**src/rtl/spi_cmd_memory_ctrl.sv**
```systemverilog
// SPI command decoder: assembles {addr_msb, addr_lsb, instr, data} frames and applies them
// to a byte-wide configuration register file, with burst writes and inter-byte timeout.
module spi_cmd_memory_ctrl #(
    parameter int MEM_BYTES   = 164,
    parameter int ADDR_W      = 8,
    parameter int CLKDIV_ADDR = 6,
    parameter int DEBUG_ADDR  = 163,
    parameter int TIMEOUT     = 1023
) (
    input  logic                   system_clock,
    input  logic                   rst_n,
    input  logic                   byte_valid,
    input  logic [7:0]             byte_in,
    output logic [MEM_BYTES*8-1:0] all_data_out,
    output logic [7:0]             tx_byte,
    output logic                   tx_load,
    output logic                   spi_instruction_done,
    output logic                   clk_div_load,
    output logic                   debug_config_load,
    output logic                   param_update,
    output logic                   cmd_error,
    output logic                   frame_abort,
    output logic                   busy
);

    localparam int GW = (TIMEOUT < 1) ? 1 : $clog2(TIMEOUT + 1);

    localparam logic [7:0] I_READ  = 8'h00;
    localparam logic [7:0] I_WRITE = 8'h01;
    localparam logic [7:0] I_CLKDV = 8'h05;
    localparam logic [7:0] I_PARAM = 8'h07;
    localparam logic [7:0] I_DEBUG = 8'h09;
    localparam logic [7:0] I_BURST = 8'h0B;

    typedef enum logic [2:0] {S_MSB, S_LSB, S_INSTR, S_DATA, S_BURST} state_t;

    state_t                        state_q, state_d;
    logic [7:0]                    msb_q, msb_d;
    logic [ADDR_W-1:0]             addr_q, addr_d;
    logic [7:0]                    instr_q, instr_d;
    logic [ADDR_W:0]               ptr_q, ptr_d;
    logic [GW-1:0]                 gap_q, gap_d;
    logic [7:0]                    tx_d;
    logic                          tx_load_d, done_d, clk_d, dbg_d, param_d, err_d, abort_d;
    logic [MEM_BYTES-1:0][7:0]     mem;
    logic                          wr_en;
    logic [ADDR_W:0]               wr_addr;
    logic [7:0]                    rd_byte;
    logic                          addr_ok, ptr_ok;

    assign all_data_out = mem;
    assign busy         = (state_q != S_MSB);
    assign addr_ok      = 32'(addr_q) < MEM_BYTES;
    assign ptr_ok       = 32'(ptr_q) < MEM_BYTES;

    always_comb begin
        rd_byte = '0;
        for (int k = 0; k < MEM_BYTES; k++)
            if (32'(addr_q) == k) rd_byte = mem[k];
    end

    always_comb begin
        state_d   = state_q;
        msb_d     = msb_q;
        addr_d    = addr_q;
        instr_d   = instr_q;
        ptr_d     = ptr_q;
        gap_d     = (state_q == S_MSB) ? '0 : gap_q + 1'b1;
        tx_d      = tx_byte;
        tx_load_d = 1'b0;
        done_d    = 1'b0;
        clk_d     = 1'b0;
        dbg_d     = 1'b0;
        param_d   = 1'b0;
        err_d     = 1'b0;
        abort_d   = 1'b0;
        wr_en     = 1'b0;
        wr_addr   = {1'b0, addr_q};

        if (byte_valid) begin
            // A byte arriving on the expiry cycle still belongs to the current frame.
            gap_d = '0;
            unique case (state_q)
                S_MSB: begin
                    msb_d   = byte_in;
                    state_d = S_LSB;
                end
                S_LSB: begin
                    addr_d  = ADDR_W'({msb_q, byte_in});
                    state_d = S_INSTR;
                end
                S_INSTR: begin
                    instr_d = byte_in;
                    state_d = S_DATA;
                    if (byte_in == I_READ) begin
                        tx_load_d = 1'b1;
                        tx_d      = addr_ok ? rd_byte : 8'h00;
                    end
                end
                S_DATA: begin
                    done_d  = 1'b1;
                    state_d = S_MSB;
                    unique case (instr_q)
                        I_READ:  err_d = !addr_ok;
                        I_WRITE: begin wr_en = addr_ok; err_d = !addr_ok; end
                        I_PARAM: begin wr_en = addr_ok; param_d = addr_ok; err_d = !addr_ok; end
                        I_CLKDV: begin
                            wr_en = addr_ok && (addr_q == ADDR_W'(CLKDIV_ADDR));
                            clk_d = wr_en;
                            err_d = !wr_en;
                        end
                        I_DEBUG: begin
                            wr_en = addr_ok && (addr_q == ADDR_W'(DEBUG_ADDR));
                            dbg_d = wr_en;
                            err_d = !wr_en;
                        end
                        I_BURST: begin
                            wr_en   = addr_ok;
                            err_d   = !addr_ok;
                            done_d  = 1'b0;
                            ptr_d   = {1'b0, addr_q} + 1'b1;
                            state_d = S_BURST;
                        end
                        default: err_d = 1'b1;
                    endcase
                end
                S_BURST: begin
                    // Pointer freezes once past the end, so it can never wrap back in range.
                    wr_addr = ptr_q;
                    wr_en   = ptr_ok;
                    err_d   = !ptr_ok;
                    if (ptr_ok) ptr_d = ptr_q + 1'b1;
                end
                default: state_d = S_MSB;
            endcase
        end else if (state_q != S_MSB && gap_q == GW'(TIMEOUT)) begin
            state_d = S_MSB;
            gap_d   = '0;
            if (state_q == S_BURST) done_d = 1'b1;
            else                    abort_d = 1'b1;
        end
    end

    always_ff @(posedge system_clock) begin
        if (!rst_n) begin
            state_q              <= S_MSB;
            msb_q                <= '0;
            addr_q               <= '0;
            instr_q              <= '0;
            ptr_q                <= '0;
            gap_q                <= '0;
            mem                  <= '0;
            tx_byte              <= '0;
            tx_load              <= 1'b0;
            spi_instruction_done <= 1'b0;
            clk_div_load         <= 1'b0;
            debug_config_load    <= 1'b0;
            param_update         <= 1'b0;
            cmd_error            <= 1'b0;
            frame_abort          <= 1'b0;
        end else begin
            state_q              <= state_d;
            msb_q                <= msb_d;
            addr_q               <= addr_d;
            instr_q              <= instr_d;
            ptr_q                <= ptr_d;
            gap_q                <= gap_d;
            tx_byte              <= tx_d;
            tx_load              <= tx_load_d;
            spi_instruction_done <= done_d;
            clk_div_load         <= clk_d;
            debug_config_load    <= dbg_d;
            param_update         <= param_d;
            cmd_error            <= err_d;
            frame_abort          <= abort_d;
            for (int k = 0; k < MEM_BYTES; k++)
                if (wr_en && 32'(wr_addr) == k) mem[k] <= byte_in;
        end
    end

endmodule

```
**config.mk**
```make
export PLATFORM = sky130hd
export DESIGN_NAME = spi_cmd_memory_ctrl
export DESIGN_NICKNAME = d
export VERILOG_FILES = /design/src/rtl/spi_cmd_memory_ctrl.sv
export SDC_FILE = /design/constraint.sdc
export NUM_CORES = 2
export LEC_CHECK = 0
export CAP_MARGIN = 20
export CORE_AREA = 2 2 519 521
export CTS_CLUSTER_SIZE = 10
export DETAILED_ROUTE_END_ITERATION = 16
export DIE_AREA = 0 0 521 523
export PLACE_DENSITY_LB_ADDON = 0.15
export SLEW_MARGIN = 20
export SYNTH_ARGS = -nofsm -noshare
export SYNTH_HDL_FRONTEND = slang
export SYNTH_SLANG_ARGS = --single-unit
```
**constraint.sdc**
```tcl
create_clock -name system_clock -period 3.3 [get_ports system_clock]
set_input_delay 0.495 -clock system_clock [delete_from_list [all_inputs] [get_ports system_clock]]
set_output_delay 0.495 -clock system_clock [all_outputs]
set_load 0.02 [all_outputs]
```
==> metrics.txt <==
cell taking the most area after synthesis=dfxtp_1; Pleak=about 35 nW; Antenna Nets Post-Route=0; CTS tree=yes; crit path DAT=~4500 ps; Worst-Skew Late Latency=880 ps; most common cell after layout, fill and taps aside=nand2_1; placed inst area=roughly 95000 um^2; Final nets=approximately 11000; f_max=0.268 GHz; startpoint types=register; unrepaired setup endpoints after global routing=true; post-route insts no fill=~15000; number of global-route vias before repair=around 80000; worst min-delay path category=in2reg; register area share after synthesis=around two fifths; Max Cap Viol=0; die area=about 270000 um^2; Tcrit/Tclk final=113%; TritonRoute pass-1 iters=10; CTS Sinks=roughly 1400; Fin Clk Skew=55.5 ps; hold buffers post-CTS=0; htree depth=4; GR peak layer=met2; top cells by area, synth=dfxtp_1 41%, a21oi_1 11%, nand3_1 8.7%; area of the mapped netlist=between 60000 and 70000 um^2; GRT Overall Usage=41.4%; setup ws final=-437 ps; DRC viols=0; Num CTS Buffers=~170; first-pass GRT wire length=slightly below 800 mm; Critical Path Fanout Max=6; final hold violations=0; initial antenna violation count=64; drt via density=around 6.0; PwrDens=between 300 and 400 nW/um^2; CP Capture Type=register; gr ovfl total=0; Gate Count Post-Synth=between 8000 and 9000; failing checks=negative setup slack; Reg clk slew, reported paths=about 60 ps; share of the synthesized area in the top cell type=about 41%; Ys Warns=0; GR Util met1=between 50% and 60%; global routing usage on met3=a little under a tenth; P&R area growth vs syn=56.7%; root cell of the clock tree=clkbuf_16; worst rel slew slack=3.08%; largest net degree at the start of global routing=226; total power=roughly 0.038 W; Syn Area/Cell=about 7.6 um^2; # port buffers=~1300; #FFs+latches synth=approximately 1400; Core Box Area=~270000 um^2; placer congestion estimate=around 1.0; CTS Buffer Depth=3; vias after detailed routing=approximately 88000; Least-Margin Pin Slew=~1500 ps; met2 GRT Util=a little over three fifths; status=finished, violations left; syn nets=approximately 8800; Row Count=between 150 and 200; Post-Place Cells=about 14000; unique cell type count in the Yosys netlist=between 100 and 150; final setup vio count=8; asr flop ratio synth=0%; post-route cell area=between 100000 and 150000 um^2; Pins Over Slew Limit=0; Ports=~1300; EDFF count, synth=0; die height=roughly 520 um; most frequent cells in the layout=1390 x nand2_1, 1374 x a21oi_1, 1357 x dfxtp_1; drt total wl=roughly 590 mm; die width=521 um; wire per inst=just over 40 um; CP Data Required Time=between 4000 and 5000 ps; Initial Util=roughly a quarter; hold slack=196 ps; Period minus WS final=3740 ps; drt first-iter violations=around 14000; peak supply drop=about 0.00058 V; WS Path Type=reg2reg; layout cells sized above 1=a little over a fifth; top_reg_cell synth=dfxtp_1; Final Util=38.9%; HPWL after detailed placement=~460 mm
==> layout make-up <==
type | instances | area (um^2)
clock inverters | 39 | 612
multi-input cells | 6491 | 37700
clock buffers | 228 | 4710
flip-flops and latches | 1365 | 27400
well taps | 3552 | 4440
repair buffers | 2891 | 28800
inverters | 24 | 109
fillers | 27300 | 163000
diodes | 34 | 85.1
==> sequential cells by signal (all words and copies together) (netlist names) <==
signal,flops
all_data_out,1312
gap_q,10
ptr_q,9
addr_q,8
instr_q,8
tx_byte,8
state_q,3
clk_div_load,1
cmd_error,1
debug_config_load,1
frame_abort,1
param_update,1
spi_instruction_done,1
tx_load,1
==> timing repair <==
action,CTS,global route
buffers inserted,93,37
setup endpoints to repair,1220,1321
gates cloned,4,3
pin swaps,75,84
gates resized for setup,287,255
==> worst paths after layout <==
kind / slack [ps] / from / end / depth (start not counted)
worst max-delay path: -440 / addr_q[2] / tx_byte[4] / 14
worst min-delay path: 200 / byte_in[4] / all_data_out[788] / 4
worst max register to register: -440 / addr_q[2] / tx_byte[4] / 14
worst min register to register: 460 / instr_q[6] / instr_q[6] / 2
==> cell usage after synthesis (all sizes together), types with 25 or more instances <==
cell type,instances
nor2b,30
mux2i,289
nor4,25
buf,246
nor2,541
mux2,57
nor3,94
dfxtp,1365
o2111ai,29
a221oi,62
clkbuf,635
a22oi,93
o221ai,50
a21oi,1428
a31oi,55
a221o,29
o22ai,153
a211oi,55
nand3,1154
o211ai,47
o21ai,377
nand2b,25
nand2,1470
==> kinds of logic (layout without fill, tap and decap cells) <==
kind of cell,count (synthesis),count (layout),synth area share (%)
multiplexers,347,347,5.37
XOR/XNOR,10,10,0.132
flip-flops,1365,1365,41.2
other,0,34,0
AO/OA/AOI/OAI,2635,2636,23.6
buffers and inverters,905,3182,5.56
adder cells (fa/ha/maj),2,2,0.0378
AND/OR/NAND/NOR,3496,3496,24.1
==> metal layers <==
layer,vias up,wire length [um]
met1,43500,233000
met3,1368,63400
met2,6752,255000
met4,32,42400
met5,-,205
li1,35900,-
==> worst max-delay path: stages (launching register included) <==
cell       delay (ps)
dfxtp_4           380
buf_4             150
buf_4             130
buf_4             150
nand2b_4          160
o22a_1            230
o21ai_1           250
a311oi_1          140
buf_4             170
o221ai_1          100
o221a_4           310
o211ai_1          320
a2111oi_4         780
buf_4             230
o221ai_2           80
==> through the flow <==
stage / setup TNS (ps) / setup slack, ps
after floorplan: 0 / 343
after global placement: -245720 / -1270
after detailed placement: -208180 / -1340
after CTS: -19730 / -265
after global routing: -1680 / -442
final: -1710 / -437
==> report_power, final <==
part	internal, W	leakage [nW]	switching, W
clock network	0.0106	2.58	0.00820
logic	0.000904	21.6	0.00228
registers	0.0165	11.0	0.0000168
total	0.0280	35.1	0.0105
Power figures use the tool's default switching activity.
